$ cat config.mk
export PLATFORM = sky130hd
export DESIGN_NAME = immgen_pipe
export DESIGN_NICKNAME = d
export VERILOG_FILES = /design/src/rtl/immgen_pipe.sv
export SDC_FILE = /design/constraint.sdc
export NUM_CORES = 1
export LEC_CHECK = 0
export ABC_AREA = 1
export CAP_MARGIN = 20
export CORE_MARGIN = 2
export CORE_UTILIZATION = 55
export DETAILED_ROUTE_END_ITERATION = 7
export MAX_ROUTING_LAYER = met4
export PLACE_DENSITY = 0.92
export SYNTH_ARGS = -nofsm -noshare
export SYNTH_HDL_FRONTEND = slang
export SYNTH_SLANG_ARGS = --single-unit
$ cat constraint.sdc
create_clock -name clk -period 3.1 [get_ports clk]
set_clock_uncertainty 0.1 [all_clocks]
set_input_delay 0.31 -clock clk [delete_from_list [all_inputs] [get_ports clk]]
set_output_delay 0.31 -clock clk [all_outputs]
set_load 0.02 [all_outputs]
$ cat src/rtl/immgen_pipe.sv
// Registered RISC-V immediate generator with a 2-entry skid buffer and valid/ready flow control.
// It forms I/S/B/U/J/Z immediates, flags illegal selects and carries a sideband tag.
module immgen_pipe #(
   parameter int XLEN  = 32,
   parameter int TAG_W = 5
) (
   input  logic             clk,
   input  logic             rst_n,
   input  logic             flush,
   input  logic             in_valid,
   output logic             in_ready,
   input  logic [24:0]      in_instr,
   input  logic [2:0]       in_imm_sel,
   input  logic [TAG_W-1:0] in_tag,
   output logic             out_valid,
   input  logic             out_ready,
   output logic [XLEN-1:0]  out_imm,
   output logic             out_err,
   output logic [TAG_W-1:0] out_tag,
   output logic [1:0]       dbg_state
);

   // Handshake: a transfer happens on a side only in a cycle where valid && ready are both high
   // at the rising edge; a presented output stays stable until it is taken.
   typedef enum logic [1:0] {S_EMPTY = 2'd0, S_ONE = 2'd1, S_TWO = 2'd2} state_e;

   typedef struct packed {
      logic [XLEN-1:0]  imm;
      logic             err;
      logic [TAG_W-1:0] tag;
   } entry_t;

   state_e state_q, state_d;
   entry_t main_q, main_d;
   entry_t skid_q, skid_d;
   entry_t new_entry;
   logic   in_ready_q, in_ready_d;
   logic   acc, drain;

   logic [11:0] i_imm, s_imm;
   logic [12:0] b_imm;
   logic [31:0] u_imm;
   logic [20:0] j_imm;

   // in_instr[k-7] holds instruction bit k.
   assign i_imm = in_instr[24:13];
   assign s_imm = {in_instr[24:18], in_instr[4:0]};
   assign b_imm = {in_instr[24], in_instr[0], in_instr[23:18], in_instr[4:1], 1'b0};
   assign u_imm = {in_instr[24:5], 12'b0};
   assign j_imm = {in_instr[24], in_instr[12:5], in_instr[13], in_instr[23:14], 1'b0};

   always_comb begin
      new_entry     = '0;
      new_entry.tag = in_tag;
      case (in_imm_sel)
         3'd0:    new_entry.imm = XLEN'($signed(i_imm));
         3'd1:    new_entry.imm = XLEN'($signed(s_imm));
         3'd2:    new_entry.imm = XLEN'($signed(b_imm));
         3'd3:    new_entry.imm = XLEN'($signed(u_imm));
         3'd4:    new_entry.imm = XLEN'($signed(j_imm));
         3'd5:    new_entry.imm = XLEN'(in_instr[12:8]);
         default: new_entry.err = 1'b1;
      endcase
   end

   assign out_valid = (state_q != S_EMPTY);
   assign acc       = in_valid && in_ready_q && !flush;
   assign drain     = out_valid && out_ready;

   always_comb begin
      state_d = state_q;
      main_d  = main_q;
      skid_d  = skid_q;
      case (state_q)
         S_EMPTY: begin
            if (acc) begin
               main_d  = new_entry;
               state_d = S_ONE;
            end
         end
         S_ONE: begin
            if (acc && drain) begin
               main_d = new_entry;
            end else if (acc) begin
               skid_d  = new_entry;
               state_d = S_TWO;
            end else if (drain) begin
               state_d = S_EMPTY;
            end
         end
         S_TWO: begin
            if (drain) begin
               main_d  = skid_q;
               state_d = S_ONE;
            end
         end
         default: state_d = S_EMPTY;
      endcase
      if (flush) begin
         state_d = S_EMPTY;
      end
      in_ready_d = (state_d != S_TWO);
   end

   always_ff @(posedge clk or negedge rst_n) begin
      if (!rst_n) begin
         state_q    <= S_EMPTY;
         main_q     <= '0;
         skid_q     <= '0;
         in_ready_q <= 1'b1;
      end else begin
         state_q    <= state_d;
         main_q     <= main_d;
         skid_q     <= skid_d;
         in_ready_q <= in_ready_d;
      end
   end

   assign in_ready  = in_ready_q;
   assign out_imm   = main_q.imm;
   assign out_err   = main_q.err;
   assign out_tag   = main_q.tag;
   assign dbg_state = state_q;

endmodule

==> impl_metrics.py, run 1 <==
metrics = {
    "worst_setup_path": {
        "reg2reg_depth": 7,
        "required_ns": 3.28,
        "cp-start-kind": "input pin",
        "r2r_end": "out_imm[25]$_DFFE_PN0P_",
        "cp-endpoint": "skid_q[31]$_DFFE_PN0P_",
        "crit_type": "input pin to flop",
        "r2r_slack_ns": 1.20,
        "cp_max_fo": 22,
        "crit_arrival_ns": 2.40,
        "timing.rr.start": "dbg_state[1]$_DFF_PN0_",
        "critPathCaptureType": "flop",
        "critPathLaunch": "in_imm_sel[0]",
    },
    "logic_synthesis": {
        "seq_area_frac_synth_pct": 50.3,
        "synthTopCellsByArea": "dfrtp_1, nand2_1, nor2_1, nand3_1, o21ai_1",
        "synth_xor_area_share_pct": 0,
        "synth.most_common_cell": "nand2_1",
        "syn-cell-area_um2": 3940,
        "synth-compound-area-share_pct": 3.08,
        "ys.flop_type": "dfrtp_1",
        "synth_nets": 594,
        "syn_area_per_cell_um2": 7.08,
        "synth_mux_area_share_pct": 0,
        "synth_top_family_by_area": "simple AND/OR/NAND/NOR gates",
        "synthesis.instances": 556,
        "synthAdderAreaFrac_pct": 0,
        "synthSimpleGateAreaFrac_pct": 40.8,
        "synth_top_area_cell": "dfrtp_1",
        "synth_top_area_share_pct": 49.6,
        "synth_edf_count": 0,
        "synth_warnings": 0,
        "ys_ff_latch": 79,
        "ys_top_cells_by_count": "nand2_1, dfrtp_1, nor2_1",
        "ys_async_sr_fraction_pct": 100,
        "synthDistinctLibCells": 20,
    },
    "grt": {
        "gr-total-overflow": 0,
        "track_usage_pct": 27.5,
        "grt_max_degree": 80,
        "grt_first_pass_wirelength_mm": 16.2,
        "antenna_found_initial": 0,
        "grt_pass1_vias": 3563,
    },
    "timing": {
        "min_period_ns": 2.22,
        "period_share_pct": 71.7,
        "drv_slew": 0,
        "holdWs_ns": -0.00276,
        "worst_pin_slew_ns": 0.973,
        "maxClockFrequency_mhz": 450,
        "finalSetupTns_ns": 0,
        "hold_viol": 6,
        "relSlewSlack_pct": 35.1,
        "rsz0062_at_grt": "no",
        "setup_ws_ns": 0.878,
        "setup_violations": 0,
    },
    "clock_tree": {
        "clkLatencyLatePin_ns": 0.34,
        "post_cts_buffers": 0,
        "cts_max_level": 3,
        "cts_resized": 0,
        "root_buffer": "clkbuf_8",
        "cts_sinks": 79,
        "cts.reportedPaths.clkPinSlew_ns": 0.08,
        "numCtsBuffers": 9,
        "clk_path_buf_depth": 2,
        "hold_buffers": 0,
        "cts_tree": "yes",
    },
    "die": {
        "rows": 30,
        "die_width_um": 88.6,
        "die_h_um": 88.6,
        "dieArea_um2": 7850,
        "ios": 80,
        "core_area_um2": 6870,
        "initial_core_util_pct": 57.3,
    },
    "placed_design": {
        "gp_congestion": 0.891,
        "post-place-ws_ns": 0.589,
        "port_buffers": 79,
        "dp_hpwl_mm": 6.39,
    },
    "drt": {
        "drcViolationCount": 0,
        "firstDrtPassIters": 5,
        "final_antenna_net_count": 0,
        "post_drt_wl_per_cell_um": 13.4,
        "drt-total-wl_mm": 9.68,
        "drtIter0Drc": 334,
        "vias": 3817,
        "post_drt_via_cell_ratio": 5.28,
    },
    "flow_run": {
        "cap_viol_max_count": 0,
    },
    "pwr": {
        "p_comb_share_pct": 24.9,
        "power_density_nw_per_um2": 539,
        "p_leak_nw": 2.82,
        "switching_power_mw": 0.827,
        "ir_drop_v": 0.000364,
        "seq_power_share_pct": 48.9,
        "total_power_mw": 2.66,
        "power_frac_clock_pct": 26.2,
        "internal_power_mw": 1.83,
        "netSwitchingFraction_pct": 31.1,
    },
    "finish": {
        "insertedDiodeCount": 0,
        "nNetsFinal": 660,
        "syn2layout_area_growth_pct": 25.2,
        "drive_above_1_share_pct": 5.58,
    },
    "outcome": {
        "violations": "hold timing",
        "status": "finished, violations left",
    },
    "min_path": {
        "hold_class": "input pin to async pin",
    },
}
[logic make-up (layout without fill, tap and decap cells)]
family | Yosys count | count (layout)
buffers and inverters | 52 | 123
AO/OA/AOI/OAI | 22 | 22
flip-flops | 79 | 79
AND/OR/NAND/NOR | 403 | 403
[routing by layer]
metal  global-route usage (%)  vias to the layer above  share of wire [%]
li1                         -                     1851                  -
met5                        -                        -                  0
met2                     42.9                      155                 48
met3                     3.82                       20                6.7
met4                     8.82                        0                1.7
met1                     37.5                     1791                 43
[worst min path at each step]
| stage | from | endpoint | cells past startpoint | slack (ns) |
|---|---|---|---|---|
| 6_report | rst_n | out_tag[2]$_DFFE_PN0P_ | 1 | -0.003 |
| 5_1_grt | rst_n | out_tag[2]$_DFFE_PN0P_ | 1 | 0.11 |
| 4_1_cts | rst_n | out_tag[3]$_DFFE_PN0P_ | 1 | 0.05 |
| 3_5_place_dp | out_imm[3]$_DFFE_PN0P_ | out_imm[3]$_DFFE_PN0P_ | 2 | 0.36 |
| 3_3_place_gp | skid_q[31]$_DFFE_PN0P_ | skid_q[31]$_DFFE_PN0P_ | 2 | 0.36 |
| 2_1_floorplan | rst_n | dbg_state[0]$_DFF_PN0_ | 0 | -0.09 |
[metrics by stage]
step | instance area (um2) | util, % | instances | hold WS, ns
final | 4930 | 71.7 | 723 | -0.00276
after global routing | 4930 | 71.7 | 723 | 0.109
after CTS | 4930 | 71.7 | 723 | 0.0499
after detailed placement | 4750 | 69.2 | 707 | 0.364
after global placement | 4750 | 69.2 | 707 | 0.362
after floorplan | 3940 | - | 556 | -0.0856
[sequential cells by signal (all words and copies together), names as in the netlist]
name       cells
dbg_state      2
in_ready       1
out_err        1
out_imm       32
out_tag        5
skid_q        38
[cells in the final DEF (no fill, tap or decap)]
cell,netlist,final
a21oi_1,2,2
buf_12,0,1
buf_4,4,4
clkbuf_1,9,2
clkbuf_8,0,11
clkdlybuf4s50_1,0,78
clkinv_2,0,2
clkinvlp_4,0,1
dfrtp_1,78,78
dfstp_2,1,1
inv_1,15,15
inv_2,9,9
nand2_1,277,277
nand2_2,1,1
nand3_1,41,40
nand3_2,1,2
nand4_1,9,9
nor2_1,71,71
nor2_2,1,1
nor2_4,1,1
nor3_1,1,1
o21ai_0,2,2
o21ai_1,17,17
o21ai_4,1,1
[worst max-delay path, cell delays in order]
cell and delay [ns]:
clkdlybuf4s50_1 0.67, o21ai_4 0.37, nand3_1 0.63, nand2_1 0.24, nand2_1 0.09, nand2_1 0.09
[cell type report]
type | count | area [um2]
flip-flops and latches | 79 | 1980
fillers | 521 | 1940
multi-input cells | 425 | 1730
repair buffers | 83 | 831
clock buffers | 13 | 159
well taps | 96 | 120
inverters | 24 | 90.1
clock inverters | 3 | 17.5
[power groups by stage]
stage,registers (mW),logic (mW),clock network [mW]
final,1.30,0.662,0.696
after global routing,1.32,0.732,0.740
after CTS,1.30,0.664,0.699
after detailed placement,1.31,0.658,0
after global placement,1.31,0.642,0
after floorplan,1.40,0.261,0
Note: power is estimated with default switching activity, not from simulation.
==> run 2, diff against run 1 <==
Settings changed: CORE_UTILIZATION 55 to 52, PLACE_DENSITY 0.92 to 0.88.
Clock period 3.1 ns to 2.16 ns, I/O delays scaled along.
==> run 2 against run 1 <==
The run now ends clean; global-route usage fell by 0.84 points; worst setup slack worse by 0.59 ns; sequential power up 44%; final area rose by 3.7%; sequential share of layout area shrank 1.4 points; clock power is 91% higher; routed wire length rose by 5.7%; via count up 1.5%; worst hold slack improved by 0.25 ns; sequential cell count did not move; power up 57%; non-clock buffer count rose by 10; critical endpoint is now out_valid; largest cell class unchanged; highest routed layer unchanged.
==> impl_metrics.py, run 2 (synthesis results as in run 1) <==
metrics = {
    "drt": {
        "drt-total-wl_mm": 10.2,
        "drcViolationCount": 0,
        "firstDrtPassIters": 5,
        "post_drt_via_cell_ratio": 5.26,
        "vias": 3874,
        "post_drt_wl_per_cell_um": 13.9,
        "final_antenna_net_count": 0,
        "drtIter0Drc": 304,
    },
    "clock_tree": {
        "numCtsBuffers": 9,
        "cts_sinks": 79,
        "clk_path_buf_depth": 2,
        "post_cts_buffers": 0,
        "cts_max_level": 3,
        "cts.reportedPaths.clkPinSlew_ns": 0.08,
        "clkLatencyLatePin_ns": 0.36,
        "root_buffer": "clkbuf_8",
        "cts_resized": 0,
        "cts_tree": "yes",
    },
    "finish": {
        "design_area_um2": 5110,
        "n_fill_cell": 592,
        "stdcell_count": 736,
        "most-common-layout-cells": "nand2_1, dfrtp_1, clkdlybuf4s50_1, nor2_1, nand3_1",
        "final_common_cell": "nand2_1",
        "largest_reg_flops": 38,
        "drive_above_1_share_pct": 6.75,
        "syn2layout_area_growth_pct": 29.9,
        "multi_input_area_um2": 1730,
        "seqCellArea_um2": 1980,
        "insertedDiodeCount": 0,
        "regMostFlops": "skid_q",
        "nNetsFinal": 670,
    },
    "grt": {
        "antenna_found_initial": 0,
        "grt_max_degree": 74,
        "gr-total-overflow": 0,
        "track_usage_pct": 26.6,
        "grt_pass1_vias": 3628,
        "grt_first_pass_wirelength_mm": 17.2,
    },
    "min_path": {
        "hold_class": "input pin to async pin",
    },
    "die": {
        "dieArea_um2": 8280,
        "core_area_um2": 7290,
        "ios": 80,
        "initial_core_util_pct": 54.0,
        "die_h_um": 91.0,
        "die_width_um": 91.0,
        "rows": 31,
    },
    "placed_design": {
        "dp_hpwl_mm": 7.03,
        "dp_cells": 719,
        "dpl_cell_area_um2": 4860,
        "port_buffers": 79,
        "gp_congestion": 0.884,
    },
    "timing": {
        "worst_pin_slew_ns": 0.542,
        "rsz0062_at_grt": "no",
        "relSlewSlack_pct": 63.7,
        "period_share_pct": 86.7,
        "holdWs_ns": 0.245,
        "setup_violations": 0,
        "hold_viol": 0,
        "min_period_ns": 1.87,
        "drv_slew": 0,
        "finalSetupTns_ns": 0,
        "maxClockFrequency_mhz": 534,
    },
    "worst_setup_path": {
        "critPathBufInv": 2,
        "crit_type": "flop to output port",
        "crit_arrival_ns": 1.56,
        "cp-start-kind": "flop",
        "cpLargestDelayFamily": "buffers and inverters",
        "crit_slowest_cell": "clkdlybuf4s50_1",
        "path_cells": "nor2_1 -> inv_2 -> clkdlybuf4s50_1",
        "worst_path_largest_cell_delay_ns": 0.60,
        "cp_max_fo": 6,
        "critPathCaptureType": "output port",
        "required_ns": 1.84,
    },
    "outcome": {
        "status": "complete, no violations",
    },
    "pwr": {
        "p_leak_nw": 2.91,
        "ir_drop_v": 0.000461,
        "power_density_nw_per_um2": 817,
    },
    "flow_run": {
        "cap_viol_max_count": 0,
    },
}
==> run 2: cell count changes in the layout (fill, tap and decap cells not counted), sizes merged <==
cell / before / now
bufinv: 0 / 3
buf: 5 / 14
clkinvlp: 1 / 0
clkinv: 2 / 0
dlygate4sd3: 0 / 1
==> run 2: final cells by class <==
| cell class | count | share of cell area [%] |
|---|---|---|
| clock buffers | 13 | 2.91 |
| clock inverters | 3 | 1.76 |
| inverters | 24 | 1.76 |
| multi-input cells | 425 | 33.9 |
| flip-flops and latches | 79 | 38.7 |
| well taps | 99 | 2.42 |
| repair buffers | 93 | 18.5 |
==> run 2: power breakdown <==
| group | switching [mW] | internal, mW | total [mW] | leakage (nW) |
|---|---|---|---|---|
| sequential | 0.141 | 1.73 | 1.87 | 1.03 |
| clock | 0.528 | 0.802 | 1.33 | 0.118 |
| combinational | 0.537 | 0.439 | 0.975 | 1.77 |
==> run 2: per-stage QoR <==
stage                     setup slack, ns  util [%]  power (mW)
final                               0.286      70.1        4.17
after global routing                0.241      70.1        4.36
after CTS                           0.287      70.1        4.20
after detailed placement            0.166      66.7        2.86
after global placement              0.269      66.7        2.82
after floorplan                     0.641         -        2.38
==> run 2: final timing paths <==
path / end / slack [ns] / from / cells after the start
max in group asynchronous: skid_q[6]$_DFFE_PN0P_ / 1.11 / rst_n / 3
hold / removal: out_tag[4]$_DFFE_PN0P_ / 0.25 / rst_n / 2
hold reg to reg: out_imm[21]$_DFFE_PN0P_ / 0.38 / out_imm[21]$_DFFE_PN0P_ / 2
setup / recovery: out_valid / 0.29 / dbg_state[0]$_DFF_PN0_ / 3
setup reg to reg: out_err$_DFFE_PN0P_ / 0.49 / dbg_state[0]$_DFF_PN0_ / 7
min in group clk: skid_q[4]$_DFFE_PN0P_ / 0.33 / in_tag[4] / 3
==> run 2: worst register-to-register path: cells and delay by family, from the launching register on <==
| kind | cells | cell delay (ns) |
|---|---|---|
| buf+inv | 1 | 0.05 |
| compound gates | 1 | 0.18 |
| flops | 1 | 0.45 |
| simple gates | 5 | 0.83 |
==> run 2: timing repair <==
| item | in CTS | in global routing |
|---|---|---|
| endpoints found under the setup margin | 0 | 0 |
| hold buffers | 1 | 0 |
| hold endpoints to repair | 31 | 0 |
==> run 2: routing by layer <==
metal	routed length [um]	track usage, %	part of all wire (%)
met3	923	5.56	9.0
met5	0	-	0
met4	344	12.8	3.4
met1	4140	34.6	40
met2	4830	40.2	47
